===== config.mk =====
export PLATFORM = sky130hd
export DESIGN_NAME = seven_seg_scan_flat
export DESIGN_NICKNAME = d
export VERILOG_FILES = /design/src/rtl/seven_seg_scan_if.sv /design/src/rtl/seven_seg_scan.sv /design/src/flat_wrapper.sv
export SDC_FILE = /design/constraint.sdc
export NUM_CORES = 1
export LEC_CHECK = 0
export ABC_CLOCK_PERIOD_IN_PS = 3400
export CORE_ASPECT_RATIO = 1.4
export CORE_MARGIN = 2
export CORE_UTILIZATION = 50
export DETAILED_ROUTE_END_ITERATION = 10
export DONT_BUFFER_PORTS = 1
export PLACE_DENSITY_LB_ADDON = 0.2
export SLEW_MARGIN = 20
export SYNTH_ARGS = -nofsm -noshare
export SYNTH_HDL_FRONTEND = slang
export SYNTH_SLANG_ARGS = --single-unit

===== constraint.sdc =====
create_clock -name clk -period 3.4 [get_ports clk]
set_clock_uncertainty 0.15 [all_clocks]
set_input_delay 0.68 -clock clk [delete_from_list [all_inputs] [get_ports clk]]
set_output_delay 0.68 -clock clk [all_outputs]
set_load 0.1 [all_outputs]

===== src/rtl/seven_seg_scan_if.sv =====
// Bundle between the game/timer producers and the 4-digit display scanner:
// digit codes, letter/number select and decimal points in, multiplexed pins out.
interface seven_seg_scan_if;
    logic [3:0] digit0;
    logic [3:0] digit1;
    logic [3:0] digit2;
    logic [3:0] digit3;
    logic       ltr_flag;
    logic [3:0] dp_in;
    logic [3:0] an;
    logic [6:0] seg;
    logic       dp;
    logic       frame_tick;

    modport master (
        output digit0, digit1, digit2, digit3, ltr_flag, dp_in,
        input  an, seg, dp, frame_tick
    );

    modport slave (
        input  digit0, digit1, digit2, digit3, ltr_flag, dp_in,
        output an, seg, dp, frame_tick
    );
endinterface


===== src/rtl/seven_seg_scan.sv =====
// Common-anode 4-digit 7-segment scanner with once-per-frame input snapshot
// and anti-ghost blanking at the start of every digit slot.
module seven_seg_scan #(
    parameter int unsigned REFRESH_DIV  = 100_000,
    parameter int unsigned BLANK_CYCLES = 1_000
) (
    input logic               clk,
    input logic               rst_n,
    seven_seg_scan_if.slave   disp
);
    localparam int unsigned CW = (REFRESH_DIV > 1) ? $clog2(REFRESH_DIV) : 1;
    localparam logic [CW-1:0] LAST  = CW'(REFRESH_DIV - 1);
    localparam logic [CW-1:0] BLANK = CW'(BLANK_CYCLES);

    logic [CW-1:0]      cnt_q, cnt_d;
    logic [1:0]         idx_q, idx_d;
    logic [3:0][3:0]    code_q, code_d;
    logic               ltr_q, ltr_d;
    logic [3:0]         dpsh_q, dpsh_d;
    logic [3:0]         an_q, an_d;
    logic [6:0]         seg_q, seg_d;
    logic               dp_q, dp_d;
    logic               tick_q, tick_d;
    logic               slot_end, snap;

    function automatic logic [6:0] decode(input logic [3:0] code, input logic ltr);
        logic [6:0] s;
        s = 7'h7F;
        if (ltr) begin
            case (code)
                4'h0: s = 7'h40;
                4'h1: s = 7'h06;
                4'h2: s = 7'h47;
                4'h3: s = 7'h0C;
                4'h4: s = 7'h2F;
                4'h5: s = 7'h09;
                4'hA: s = 7'h79;
                default: s = 7'h7F;
            endcase
        end else begin
            case (code)
                4'h0: s = 7'h40;
                4'h1: s = 7'h79;
                4'h2: s = 7'h24;
                4'h3: s = 7'h30;
                4'h4: s = 7'h19;
                4'h5: s = 7'h12;
                4'h6: s = 7'h02;
                4'h7: s = 7'h78;
                4'h8: s = 7'h00;
                4'h9: s = 7'h10;
                4'hF: s = 7'h7F;
                default: s = 7'h3F;
            endcase
        end
        return s;
    endfunction

    // Outputs are registered from next-state values so the pins track (cnt, idx) with no lag.
    always_comb begin
        slot_end = (cnt_q == LAST);
        snap     = slot_end && (idx_q == 2'd3);
        cnt_d    = slot_end ? '0 : cnt_q + CW'(1);
        idx_d    = slot_end ? idx_q + 2'd1 : idx_q;
        code_d   = code_q;
        ltr_d    = ltr_q;
        dpsh_d   = dpsh_q;
        if (snap) begin
            code_d = {disp.digit3, disp.digit2, disp.digit1, disp.digit0};
            ltr_d  = disp.ltr_flag;
            dpsh_d = disp.dp_in;
        end
        an_d   = '1;
        seg_d  = '1;
        dp_d   = 1'b1;
        tick_d = snap;
        if (cnt_d >= BLANK) begin
            an_d  = ~(4'b0001 << idx_d);
            seg_d = decode(code_d[idx_d], ltr_d);
            dp_d  = ~dpsh_d[idx_d];
        end
    end

    always_ff @(posedge clk or negedge rst_n) begin
        if (!rst_n) begin
            cnt_q  <= '0;
            idx_q  <= '0;
            code_q <= '1;
            ltr_q  <= 1'b0;
            dpsh_q <= '0;
            an_q   <= '1;
            seg_q  <= '1;
            dp_q   <= 1'b1;
            tick_q <= 1'b0;
        end else begin
            cnt_q  <= cnt_d;
            idx_q  <= idx_d;
            code_q <= code_d;
            ltr_q  <= ltr_d;
            dpsh_q <= dpsh_d;
            an_q   <= an_d;
            seg_q  <= seg_d;
            dp_q   <= dp_d;
            tick_q <= tick_d;
        end
    end

    assign disp.an         = an_q;
    assign disp.seg        = seg_q;
    assign disp.dp         = dp_q;
    assign disp.frame_tick = tick_q;
endmodule


===== src/flat_wrapper.sv =====
// flat-port wrapper written by rule: the top's interface ports become plain ports
module seven_seg_scan_flat 
#(
    parameter int unsigned REFRESH_DIV  = 100_000,
    parameter int unsigned BLANK_CYCLES = 1_000
)
  (clk, rst_n, disp_digit0, disp_digit1, disp_digit2, disp_digit3, disp_ltr_flag, disp_dp_in, disp_an, disp_seg, disp_dp, disp_frame_tick);
  seven_seg_scan_if disp_i ();
  input logic clk;
  input logic rst_n;
  input wire logic [$bits(disp_i.digit0)-1:0] disp_digit0;
  input wire logic [$bits(disp_i.digit1)-1:0] disp_digit1;
  input wire logic [$bits(disp_i.digit2)-1:0] disp_digit2;
  input wire logic [$bits(disp_i.digit3)-1:0] disp_digit3;
  input wire logic [$bits(disp_i.ltr_flag)-1:0] disp_ltr_flag;
  input wire logic [$bits(disp_i.dp_in)-1:0] disp_dp_in;
  output wire logic [$bits(disp_i.an)-1:0] disp_an;
  output wire logic [$bits(disp_i.seg)-1:0] disp_seg;
  output wire logic [$bits(disp_i.dp)-1:0] disp_dp;
  output wire logic [$bits(disp_i.frame_tick)-1:0] disp_frame_tick;
  assign disp_i.digit0 = disp_digit0;
  assign disp_i.digit1 = disp_digit1;
  assign disp_i.digit2 = disp_digit2;
  assign disp_i.digit3 = disp_digit3;
  assign disp_i.ltr_flag = disp_ltr_flag;
  assign disp_i.dp_in = disp_dp_in;
  assign disp_an = disp_i.an;
  assign disp_seg = disp_i.seg;
  assign disp_dp = disp_i.dp;
  assign disp_frame_tick = disp_i.frame_tick;
  seven_seg_scan #(.REFRESH_DIV(REFRESH_DIV), .BLANK_CYCLES(BLANK_CYCLES)) u_core (.clk(clk), .rst_n(rst_n), .disp(disp_i));
endmodule

==> results.md <==
- Antenna Cells: 0
- Seq/Total Area, Yosys: 0.427
- CTS H-tree lvls: 2
- First DRT Iteration DRCs: 85
- Pwr dens: approximately 300 nW/um^2
- Bufs on Longest Clock Path: 2
- Critical Path Sink Type: flop
- Synth Warn #: 0
- Number of max-cap violations: 0
- Leak pwr: 1.50 nW
- Worst Path Max Fanout: 9
- Initial Util: 0.513
- Net Count, Synth: 316
- Syn Area/Cell: 11.1 um^2
- CTS tree: built
- Vias in the first global route: 2450
- Routed len/inst: 18.0 um
- Post-Route Setup TNS: 0 ps
- Crit path max-delay family: multiplexers
- Maximum vdd drop: about 0.00029 V
- Slew headroom: 0.428
- M2 GR Usage: 0.376
- Layout cell share with drive strength beyond 1: 0.406
- Chip height: 98.5 um
- Drt via density: approximately 6.0
- # IOs: 36
- Cts bufs inserted: 5
- Arrival time worst endpoint: between 3000 and 4000 ps
- Slowest CP cell: mux4_2
- Crit path kind: reg -> reg
- Grt ovf: 0
- Hold Violations, Final: 0
- Unrepaired setup endpoints after global routing: false
- Final nets: 342
- Met1 Usage GRT: 0.248
- Library cells used by synthesis: 70
- Routed vias: 2306
- Setup violators final: 0
- Crit path largest cell delay: around 490 ps
- Antenna Nets Post-Route: 0
- DRC viols: 0
- Top FF cell, synth: dfstp_2
- Die width: around 71 um
- Initial antenna violation count: 0
- Worst slew pin tran: approximately 860 ps
- Row Count: 34
- Ys async rst share: 1.00
- Design area: between 3000 and 4000 um^2
- GRT Max-Usage Layer: met2
- Largest net degree at the start of global routing: 30
- Layout Cells excl Fill: a little under 400
- CP most frequent cell: nand2_1
- WP buf/inv: 1
- Final Max Slew Viols: 0
- Placer Congestion: 0.858
- Minimum clock period: roughly 3200 ps
- Area Growth Syn to Fin: 13.0%
- Post-Place Cells: 368
- Detailed Place HPWL: 4.94 mm
- Final WL: around 7 mm
- Worst min path class: in -> async
- Fmax: 0.311 GHz
- IO buf count: 0
- DRT Pass-1 Iters: 4
- GRT Resource Usage Total: 0.209
- Flop and latch count out of synthesis: 53
- Crit-path cells: ha_1 -> mux2_2 -> mux4_2 -> nand2_1 -> nand2_1 -> inv_1 -> ha_2 -> a211oi_1 -> or4_1 -> a21o_1
- Status: finished, final reports clean
- Number of synthesized flops with an enable pin: 0
- Period utilization: 0.946
- Clk_lat worst skew: 310 ps
- Core ar.: between 6000 and 7000 um^2
- Met3 usage: 0.0337
- CP startpoint kind: flop
- Die area: 7040 um^2
- Area after DPL: 3380 um^2
- Worst EP required: around 3500 ps
- CTS sink count: 53
- Cells after Synth: 286
- Reg clk slew, reported paths: 100 ps
- Root Driver: clkbuf_8
- Global-route wire length before repair: 11.6 mm
- Cell Area, Synth: 3190 um^2
-- sequential cells by signal (all words and copies together), names as in the netlist --
| name | cells |
|---|---|
| u_core.cnt_q | 17 |
| u_core.code_q | 16 |
| u_core.disp.seg | 7 |
| u_core.disp.an | 4 |
| u_core.dpsh_q | 4 |
| u_core.idx_q | 2 |
| u_core.disp.dp | 1 |
| u_core.disp.frame_tick | 1 |
| u_core.ltr_q | 1 |
-- worst reg2reg max path, delay by kind of cell, from the launching register on --
kind,cells,cell delay (ps)
buf+inv,1,130
fa+ha+maj,2,640
flops,1,430
mux,2,860
simple gates,3,700
compound gates,2,260
-- worst paths after layout --
kind	from	end	slack, ps	cells after the start
worst max register to register	u_core.idx_q[1]	u_core.disp.seg[6]	190	10
worst max-delay path	u_core.idx_q[1]	u_core.disp.seg[6]	190	10
worst min register to register	u_core.dpsh_q[1]	u_core.dpsh_q[1]	360	1
min in group clk	disp_digit0[3]	u_core.code_q[3]	340	2
max in group asynchronous	rst_n	u_core.cnt_q[5]	2900	1
worst min-delay path	rst_n	u_core.cnt_q[1]	30	1
-- cell usage after synthesis, drive strengths merged (8+ instances only) --
library cell  instances  share of area
nand3                10          0.016
xnor2                 8          0.022
dfrtp                25           0.20
buf                   9          0.020
mux2i                12          0.047
nor2                 14          0.016
dfstp                28           0.23
mux2                 24          0.086
nand4                 8          0.016
nand2                16          0.022
inv                  12          0.016
-- routing by layer --
metal,vias up,wire length [um]
met5,-,0
met4,0,123
li1,1110,-
met3,9,226
met2,52,3690
met1,1135,2890
-- metrics by stage --
step	setup WS (ps)	hold slack (ps)	power, mW	util
6_report	185	30.2	1.08	0.580
5_1_grt	10.6	20.7	1.14	0.580
4_1_cts	2.39	23.3	1.10	0.561
3_5_place_dp	10.5	236	0.720	0.544
3_3_place_gp	43.4	236	0.719	0.544
2_1_floorplan	15.0	234	0.708	-
-- where the power goes --
part	total (mW)	leakage, nW	switching (mW)	internal (mW)
Sequential	0.654	0.619	0.00591	0.648
Combinational	0.0656	0.833	0.0338	0.0318
Clock	0.363	0.0445	0.216	0.147
-- cell usage in the layout (no fill, tap or decap), types with 5 or more instances in the layout --
cell,netlist,routed
buf_4,1,33
dfstp_2,28,28
mux2i_1,9,8
and2_1,6,6
nor2_1,14,14
xnor2_1,8,7
ha_1,7,5
dfrtp_1,25,24
nor3_1,6,6
clkbuf_8,0,5
inv_1,10,10
nand3_1,10,10
mux2_2,23,23
o21ai_0,7,6
a21o_1,7,7
nand4_1,8,8
nand2_1,14,14
-- cell families after synthesis --
family	after synthesis	synth area share
flops	53	0.427
simple gates	92	0.180
buf+inv	27	0.0432
fa+ha+maj	7	0.0275
xor+xnor	12	0.0330
compound gates	55	0.128
mux	40	0.161
-- repair_timing --
action / CTS / global route
buffers inserted: 0 / 8
hold endpoints to repair: 25 / 0
resized for setup: 0 / 12
hold buffers: 1 / 0
setup endpoints to repair: 0 / 7
-- final cells by class --
type / instances / area, um^2
timing repair buffer: 34 / 268
fill: 524 / 2610
clock buffer: 5 / 68.8
multi-input combinational: 206 / 1740
inverter: 12 / 50.0
clock inverter: 3 / 21.3
sequential: 53 / 1360
tap: 72 / 90.1
(Power assumes the default switching activity.)
